===== config.mk =====
export PLATFORM = sky130hd
export DESIGN_NAME = spi_write_ctrl_flat
export DESIGN_NICKNAME = d
export VERILOG_FILES = /design/src/rtl/spi_write_ctrl_if.sv /design/src/rtl/spi_write_ctrl.sv /design/src/flat_wrapper.sv
export SDC_FILE = /design/constraint.sdc
export NUM_CORES = 1
export LEC_CHECK = 0
export ABC_AREA = 0
export CORE_UTILIZATION = 53
export DETAILED_ROUTE_END_ITERATION = 8
export PLACE_DENSITY = 0.74
export SLEW_MARGIN = 20
export SYNTH_ARGS = -nofsm -noshare
export SYNTH_HDL_FRONTEND = slang
export SYNTH_SLANG_ARGS = --single-unit

===== constraint.sdc =====
create_clock -name i_clk -period 2.2 [get_ports i_clk]
set_input_delay 0.22 -clock i_clk [delete_from_list [all_inputs] [get_ports i_clk]]
set_output_delay 0.22 -clock i_clk [all_outputs]
set_load 0.05 [all_outputs]

===== src/rtl/spi_write_ctrl_if.sv =====
// spi_write_ctrl_if: pad-side SPI inputs and register-block write port
//   sck/csb/mosi      : SPI master -> slave, asynchronous to the system clock
//   wen/waddr/wdata   : one-cycle write strobe with address and data
//   busy/frame_err    : frame in progress / frame ended mid-byte
interface spi_write_ctrl_if;
  logic       sck;
  logic       csb;
  logic       mosi;
  logic       wen;
  logic [7:0] waddr;
  logic [7:0] wdata;
  logic       busy;
  logic       frame_err;
  modport slave (input sck, csb, mosi, output wen, waddr, wdata, busy, frame_err);
  modport master (output sck, csb, mosi, input wen, waddr, wdata, busy, frame_err);
endinterface


===== src/rtl/spi_write_ctrl.sv =====
// spi_write_ctrl: SPI mode-0 write-only slave producing single-cycle register writes
//   i_clk  : system clock
//   i_rstx : asynchronous active-low reset
//   bus    : slave side of spi_write_ctrl_if (SPI pads in, write port and status out)
module spi_write_ctrl #(
  parameter int SYNC_STAGES = 2
) (
  input  logic i_clk,
  input  logic i_rstx,
  spi_write_ctrl_if.slave bus
);
  typedef enum logic [1:0] {IDLE, ADDR, DATA} state_t;
  state_t r_state, w_next;
  logic [SYNC_STAGES-1:0] r_sck_s, r_csb_s, r_mosi_s;
  logic       r_sck_d, r_csb_d;
  logic [2:0] r_bitcnt;
  logic [6:0] r_shift;
  logic [7:0] r_addr, r_waddr, r_wdata;
  logic       r_wen, r_ferr;
  logic       w_sck, w_csb, w_mosi, w_sck_rise, w_csb_rise, w_csb_fall;
  logic       w_sample, w_byte_done, w_write, w_err;
  logic [7:0] w_byte;
  assign w_sck      = r_sck_s[SYNC_STAGES-1];
  assign w_csb      = r_csb_s[SYNC_STAGES-1];
  assign w_mosi     = r_mosi_s[SYNC_STAGES-1];
  assign w_sck_rise = w_sck & ~r_sck_d;
  assign w_csb_rise = w_csb & ~r_csb_d;
  assign w_csb_fall = ~w_csb & r_csb_d;
  assign w_byte     = {r_shift, w_mosi};
  always_ff @(posedge i_clk or negedge i_rstx)
    if (!i_rstx) r_state <= IDLE;
    else         r_state <= w_next;
  always_comb
    w_next = w_csb_rise                         ? IDLE :
             (r_state == IDLE && w_csb_fall)    ? ADDR :
             (r_state == ADDR && w_byte_done)   ? DATA : r_state;
  // a CSB rise in the same cycle as an SCK rise suppresses the sample
  always_comb begin
    w_sample    = (r_state != IDLE) && w_sck_rise && !w_csb_rise;
    w_byte_done = w_sample && r_bitcnt == 3'd7;
    w_write     = w_byte_done && r_state == DATA;
    w_err       = w_csb_rise && r_state != IDLE && r_bitcnt != 3'd0;
  end
  always_ff @(posedge i_clk or negedge i_rstx)
    if (!i_rstx) begin
      r_sck_s  <= '0;
      r_csb_s  <= '1;
      r_mosi_s <= '0;
      r_sck_d  <= 1'b0;
      r_csb_d  <= 1'b1;
      r_bitcnt <= 3'd0;
      r_shift  <= 7'd0;
      r_addr   <= 8'd0;
      r_waddr  <= 8'd0;
      r_wdata  <= 8'd0;
      r_wen    <= 1'b0;
      r_ferr   <= 1'b0;
    end else begin
      r_sck_s  <= {r_sck_s[SYNC_STAGES-2:0], bus.sck};
      r_csb_s  <= {r_csb_s[SYNC_STAGES-2:0], bus.csb};
      r_mosi_s <= {r_mosi_s[SYNC_STAGES-2:0], bus.mosi};
      r_sck_d  <= w_sck;
      r_csb_d  <= w_csb;
      r_bitcnt <= (w_csb_rise || w_csb_fall) ? 3'd0 : w_sample ? r_bitcnt + 3'd1 : r_bitcnt;
      r_shift  <= w_sample ? w_byte[6:0] : r_shift;
      r_addr   <= (r_state == ADDR && w_byte_done) ? w_byte : w_write ? r_addr + 8'd1 : r_addr;
      r_wen    <= w_write;
      r_waddr  <= w_write ? r_addr : r_waddr;
      r_wdata  <= w_write ? w_byte : r_wdata;
      r_ferr   <= w_err;
    end
  assign bus.wen       = r_wen;
  assign bus.waddr     = r_waddr;
  assign bus.wdata     = r_wdata;
  assign bus.busy      = r_state != IDLE;
  assign bus.frame_err = r_ferr;
endmodule


===== src/flat_wrapper.sv =====
// flat-port wrapper written by rule: the top's interface ports become plain ports
module spi_write_ctrl_flat 
#(
  parameter int SYNC_STAGES = 2
)
  (i_clk, i_rstx, bus_sck, bus_csb, bus_mosi, bus_wen, bus_waddr, bus_wdata, bus_busy, bus_frame_err);
  spi_write_ctrl_if bus_i ();
  input  logic i_clk;
  input  logic i_rstx;
  input wire logic [$bits(bus_i.sck)-1:0] bus_sck;
  input wire logic [$bits(bus_i.csb)-1:0] bus_csb;
  input wire logic [$bits(bus_i.mosi)-1:0] bus_mosi;
  output wire logic [$bits(bus_i.wen)-1:0] bus_wen;
  output wire logic [$bits(bus_i.waddr)-1:0] bus_waddr;
  output wire logic [$bits(bus_i.wdata)-1:0] bus_wdata;
  output wire logic [$bits(bus_i.busy)-1:0] bus_busy;
  output wire logic [$bits(bus_i.frame_err)-1:0] bus_frame_err;
  assign bus_i.sck = bus_sck;
  assign bus_i.csb = bus_csb;
  assign bus_i.mosi = bus_mosi;
  assign bus_wen = bus_i.wen;
  assign bus_waddr = bus_i.waddr;
  assign bus_wdata = bus_i.wdata;
  assign bus_busy = bus_i.busy;
  assign bus_frame_err = bus_i.frame_err;
  spi_write_ctrl #(.SYNC_STAGES(SYNC_STAGES)) u_core (.i_clk(i_clk), .i_rstx(i_rstx), .bus(bus_i));
endmodule

==> results.tsv, run 1 <==
metric	value	unit
run_status	completed	
hold_path.class	in2reg	
power.density	660	mW/mm^2
cts_setup_buffers	0	
cts_buffer_depth	2	
n_antenna_cell	0	
firstDrtPassIters	4	
syn2layout_area_growth	17.7	%
max_clock_freq	509	MHz
combinationalPowerShare	9.3	%
nets	207	
fillCellCount	307	
via_count	1393	
p_seq_share	59.0	%
insertion_delay	0.29	ns
grt_max_degree	26	
grt_use_total	20.4	%
required	2.38	ns
critical_path_arrival	2.15	ns
worstSetupEndpointType	register	
finalSetupTns	0	ns
utilization	66.3	%
rsz0062_at_grt	no	
synthFlopType	dfrtp_1	
relSlewSlack	66.4	%
syn_area	0.00211	sq mm
antenna_found_initial	0	
crit_fanout	18	
p_sw_share	24.8	%
gp_congestion	0.839	
min_period	1.97	ns
synth-seq-cells	46	
cts-buffers-inserted	5	
initial_core_util	56.4	%
yosys.area.top_type	dfrtp_1	
core-area	0.00374	sq mm
routed_wl	3760	um
timing.final.hold_violations	0	
p_sw	0.407	mW
die-area	0.00424	sq mm
cp-start-kind	register	
die_h	65.1	um
maxCapViolCount	0	
internal_power	1.23	mW
cts_root_buffer	clkbuf_8	
via_per_inst	5.69	
netlist_top_cells_area	dfrtp_1 (51%), mux2_2 (7.5%), mux2_4 (6.4%), dfstp_2 (3.7%), ha_1 (3.6%)	
io_pins	24	
fin_skew	0.00431	ns
path_class	reg2reg	
cts_tree	built	
rows	22	
drive_above_1_share	22.3	%
cts_resized	0	
cts.sinks	46	
synth_edf_count	0	
dieWidth	65.1	um
drc	0	
multiInputGateArea	877	sq um
setup_viol	0	
grt_pass1_wl	6370	um
ys_types	42	
drt_iter0_drc	58	
regArea	0.00115	sq mm
synth_cells	169	
fin_crit_sh	89.4	%
worst_pin_slew	0.503	ns
grt_overflow	0	
ant_nets	0	
peakVddDrop	0.399	mV
numPortBuffers	23	
fin_cells	245	
p_leak	1.23	nW
ctsHoldBuffers	1	
postSynthAreaPerCell	12.5	sq um
path_clk_slew	0.08	ns
postSynth.asyncResetShare	100	%
cts_max_level	2	
dpl.cell_count	236	
synth_top_area_share	51.0	%
yosys_warnings	0	
wl_per_cell	15.3	um
slew_violations	0	
post-dp-hpwl	2630	um
pwr-share-clk	31.8	%
yosysSeqAreaShare	54.7	%
syn_nets	180	
grt_pass1_vias	1378	
[cells in the final DEF (no fill, tap or decap), drive strengths merged, types with 2 or more instances in the layout]
cell type | Yosys | final
a21oi | 10 | 10
and2 | 3 | 3
and4 | 3 | 3
buf | 7 | 7
clkbuf | 2 | 7
clkdlybuf4s50 | 0 | 21
dfrtp | 43 | 43
dfstp | 3 | 3
ha | 6 | 6
inv | 8 | 8
mux2 | 23 | 23
mux2i | 2 | 2
nand2 | 4 | 4
nand2b | 5 | 5
nand3 | 3 | 3
nand3b | 3 | 3
nor2 | 8 | 8
nor2b | 4 | 4
nor3 | 2 | 2
o21ai | 6 | 6
o21bai | 2 | 2
o22ai | 2 | 2
o31ai | 5 | 5
[layout make-up]
| cell class | count | share of cell area (%) |
|---|---|---|
| inverter | 8 | 1.21 |
| tap | 48 | 2.42 |
| clock inverter | 1 | 0.202 |
| multi-input combinational | 106 | 35.3 |
| clock buffer | 7 | 3.48 |
| sequential | 46 | 46.5 |
| timing repair buffer | 29 | 10.9 |
[synthesized netlist by cell type (2+ instances only)]
cell      count
nor2_1        8
mux2_2       14
a21oi_1      10
nor3_1        2
o31ai_1       5
clkbuf_1      2
mux2i_1       2
and2_1        3
nand2b_1      5
o22ai_1       2
dfrtp_1      43
nand2_1       4
mux2_4        9
inv_1         8
ha_1          6
nand3_1       2
o21bai_1      2
and4_1        3
nand3b_1      2
o21ai_0       6
dfstp_2       3
buf_2         5
nor2b_1       4
[cells by family after synthesis]
kind of cell	count (synthesis)	synth area share, %
AOI/OAI and AO/OA	35	11.0
muxes	25	14.8
and+or+nand+nor	39	11.8
DFF	46	54.7
buffers and inverters	17	3.68
adders and majority gates	6	3.56
xor gates and xnor gates	1	0.415
[sequential cells by signal, summed over array words and instances, names as in the netlist]
name                  count
u_core.r_addr             8
u_core.r_sck_s            2
u_core.bus.waddr          8
u_core.r_state            2
u_core.bus.frame_err      1
u_core.r_csb_d            1
u_core.r_csb_s            2
u_core.r_mosi_s           2
u_core.r_shift            7
u_core.bus.wen            1
u_core.r_bitcnt           3
u_core.r_sck_d            1
u_core.bus.wdata          8
[power by group through the flow]
stage	sequential [mW]	clock, mW	combinational, mW
global placement	0.977	0	0.144
detailed placement	0.983	0	0.152
floorplan	0.956	0	0.105
CTS	0.967	0.537	0.155
finish	0.967	0.521	0.152
global route	0.974	0.569	0.165
[critical path, cell delays in order (launching register included)]
cell      delay [ns]
dfstp_2         0.54
inv_1           0.04
ha_1            0.24
and4bb_1        0.35
nand3b_4        0.29
mux2_4          0.39
[per-layer routing]
| metal | share of wire (%) | vias up | global-route usage, % |
|---|---|---|---|
| met5 | 0 | - | 0 |
| met4 | 1.1 | 0 | 9.24 |
| met3 | 3.9 | 6 | 6.25 |
| met2 | 49 | 35 | 31.3 |
| met1 | 46 | 697 | 26.6 |
| li1 | - | 655 | - |
[through the flow]
step                setup WS (ns)  power (mW)  hold slack, ns  cell area [sq um]
floorplan                   0.365        1.06         -0.0756               2110
global placement            0.288        1.12           0.195               2380
detailed placement          0.218        1.14           0.205               2380
CTS                         0.201        1.66           0.314               2480
global route                0.101        1.71           0.322               2480
finish                      0.234        1.64           0.326               2480
[path summary, 6_finish.rpt]
check	from	endpoint	slack (ns)	cells past startpoint
worst min register to register	u_core.r_sck_s[0]	u_core.r_sck_s[1]	0.35	0
max in group asynchronous	i_rstx	u_core.r_csb_s[1]	1.07	3
min in group asynchronous	i_rstx	u_core.bus.waddr[5]	0.40	2
worst max register to register	u_core.r_csb_d	u_core.bus.wdata[3]	0.23	5
worst max-delay path	u_core.r_csb_d	u_core.bus.wdata[3]	0.23	5
worst min-delay path	bus_csb	u_core.r_csb_s[0]	0.33	1
No activity file was read; power rests on OpenSTA's default activity.
==> run 2: changes to the inputs <==
Settings changed: ABC_CLOCK_PERIOD_IN_PS from default to 2200, SKIP_CTS_REPAIR_TIMING from default to 1, TNS_END_PERCENT from default to 30.
==> results of run 2 <==
Same layout as run 1: the final DEF is identical, and so are final timing and power.
==> edit, RTL diff (config.mk and constraints of run 2) <==
`SYNC_STAGES` is set to 2 in 2 places; all go to 4.
--- a/src/rtl/spi_write_ctrl.sv
+++ b/src/rtl/spi_write_ctrl.sv
@@ -4,5 +4,5 @@
 //   bus    : slave side of spi_write_ctrl_if (SPI pads in, write port and status out)
 module spi_write_ctrl #(
-  parameter int SYNC_STAGES = 2
+  parameter int SYNC_STAGES = 4
 ) (
   input  logic i_clk,
--- a/src/flat_wrapper.sv
+++ b/src/flat_wrapper.sv
@@ -2,5 +2,5 @@
 module spi_write_ctrl_flat 
 #(
-  parameter int SYNC_STAGES = 2
+  parameter int SYNC_STAGES = 4
 )
   (i_clk, i_rstx, bus_sck, bus_csb, bus_mosi, bus_wen, bus_waddr, bus_wdata, bus_busy, bus_frame_err);
Behaviour: not the same (a bounded check fails within 4 cycles, from zero or initial values and one cycle with i_rstx low).
==> edit against run 2 <==
Power is 7.4% higher. Wire length increased by 1.7%. Critical endpoint is now u_core.bus.waddr[2]. Die area increased by 6.7%. Setup slack improved by 0.079 ns. Area after synthesis grew 6.9%. Sequential power rose by 12%. Highest routed layer unchanged. Critical path depth grew 1. Via count rose by 1.4%. Sequential cell count grew 6. Final area grew 5.4%.
==> edit: results (changes against run 2) <==
INFO  metric synth.top_cells.by_count = dfrtp_1, mux2_2 (was dfrtp_1, mux2_2, a21oi_1)
INFO  metric yosysUniqueCellTypes = 41 (was 42)
INFO  metric internal_power = 1.33 mW (was 1.23 mW)
INFO  metric gp_routability_congestion = 0.859 (was 0.839)
INFO  metric critical-path-max-stage-delay = 0.54 ns (about the same)
INFO  metric detailedPlacementHpwl = 2.70 mm (was 2.63 mm)
INFO  metric finish.net_count = 213 (was 207)
INFO  metric average_wire_per_cell_in_the_routed_design = 15.1 µm (was 15.3 µm)
INFO  metric place_ws = 0.315 ns (was 0.218 ns)
INFO  metric synth-warning-count = 0 (unchanged)
INFO  metric critPathArrivalTime = 2.08 ns (was 2.15 ns)
INFO  metric dominantRegCellSynth = dfrtp_1 (unchanged)
INFO  metric tightestPinTransition = 0.814 ns (was 0.503 ns)
INFO  metric min_period_over_period = 0.858 (was 0.894)
INFO  metric grt_first_pass_wirelength = 6.40 mm (was 6.37 mm)
INFO  metric irDropWorstVdd = 0.000630 V (was 0.000399 V)
INFO  metric power_leakage = 1.27 nW (was 1.23 nW)
INFO  metric status = complete, no violations (unchanged)
INFO  metric synthesized_netlist_net_count = 186 (was 180)
INFO  metric cell_depth_of_the_worst_flop_to_flop_path = 6 (was 5)
INFO  metric r2r_setup_slack = 0.31 ns (was 0.23 ns)
INFO  metric worstHoldPathType = in2async (was in2reg)
INFO  metric pin_count_of_the_biggest_net_entering_global_routing = 40 (was 26)
INFO  metric netlist_top_cells_area = dfrtp_1, mux2_2, mux2_4, dfstp_2, ha_1 (unchanged)
INFO  metric drt_first_iter_violations = 64 (was 58)
INFO  metric r2r_end = u_core.bus.waddr[2] (was u_core.bus.wdata[3])
INFO  metric drive_gt1_frac = 0.241 (was 0.223)
INFO  metric groute.usage.overall = 0.198 (was 0.204)
INFO  metric detailroute.via_count = 1412 (was 1393)
INFO  metric seq_area_frac_synth = 0.580 (was 0.547)
INFO  metric worst-path-max-fanout = 17 (was 18)
INFO  metric worst_clock_skew = 0.00768 ns (was 0.00431 ns)
INFO  metric placed_area = 2530 µm² (was 2380 µm²)
[edit: worst min path at each step]
stage / from / end / slack, ns / cells past startpoint
after floorplan: i_rstx / u_core.bus.frame_err / -0.08 / 0
after global placement: u_core.r_sck_s[2] / u_core.r_sck_s[3] / 0.33 / 0
after detailed placement: u_core.r_sck_s[0] / u_core.r_sck_s[1] / 0.34 / 0
after CTS: i_rstx / u_core.r_addr[0] / 0.03 / 1
after global routing: i_rstx / u_core.r_addr[7] / 0.08 / 1
final: i_rstx / u_core.r_addr[0] / 0.004 / 1
[edit: metrics by stage]
step	utilization	total power [mW]	cells	hold slack [ns]
2_1_floorplan	-	1.17	175	-0.0756
3_3_place_gp	0.623	1.23	245	0.332
3_5_place_dp	0.623	1.24	245	0.336
4_1_cts	0.645	1.78	253	0.0275
5_1_grt	0.645	1.84	253	0.0753
6_report	0.645	1.76	253	0.00440
[edit: critical path, delay by kind of cell, from the launching register on]
family | cells | cell delay (ns)
mux | 1 | 0.35
simple gates | 3 | 0.58
buf+inv | 1 | 0.04
flops | 1 | 0.54
fa+ha+maj | 1 | 0.26
[edit: kinds of logic after synthesis]
group	share of synthesized area
and+or+nand+nor	0.125
DFF	0.580
AOI/OAI and AO/OA	0.0843
muxes	0.139
xor gates and xnor gates	0.00388
adders and majority gates	0.0333
buffers and inverters	0.0349
[edit: final cells by class]
type,instances,area [µm²]
clock buffers,6,82.6
clock inverters,2,10.0
fillers,304,1440
inverters,9,33.8
multi-input cells,107,870
flip-flops and latches,52,1310
well taps,50,62.6
repair buffers,27,253
[edit: per-layer routing]
metal  wire length (µm)  GRT usage  share of wire  vias to the layer above
met5                  0          0              0                        -
met3                128     0.0557          0.034                        4
li1                   -          -              -                      672
met1               1770      0.262           0.46                      708
met2               1870      0.305           0.49                       28
met4                 53     0.0798          0.014                        0
[edit: power groups by stage]
stage          Clock (mW)  Sequential, mW  Combinational (mW)
3_3_place_gp            0            1.10               0.128
2_1_floorplan           0            1.07               0.102
4_1_cts             0.561            1.09               0.137
6_report            0.544            1.08               0.132
3_5_place_dp            0            1.10               0.137
5_1_grt             0.598            1.10               0.148
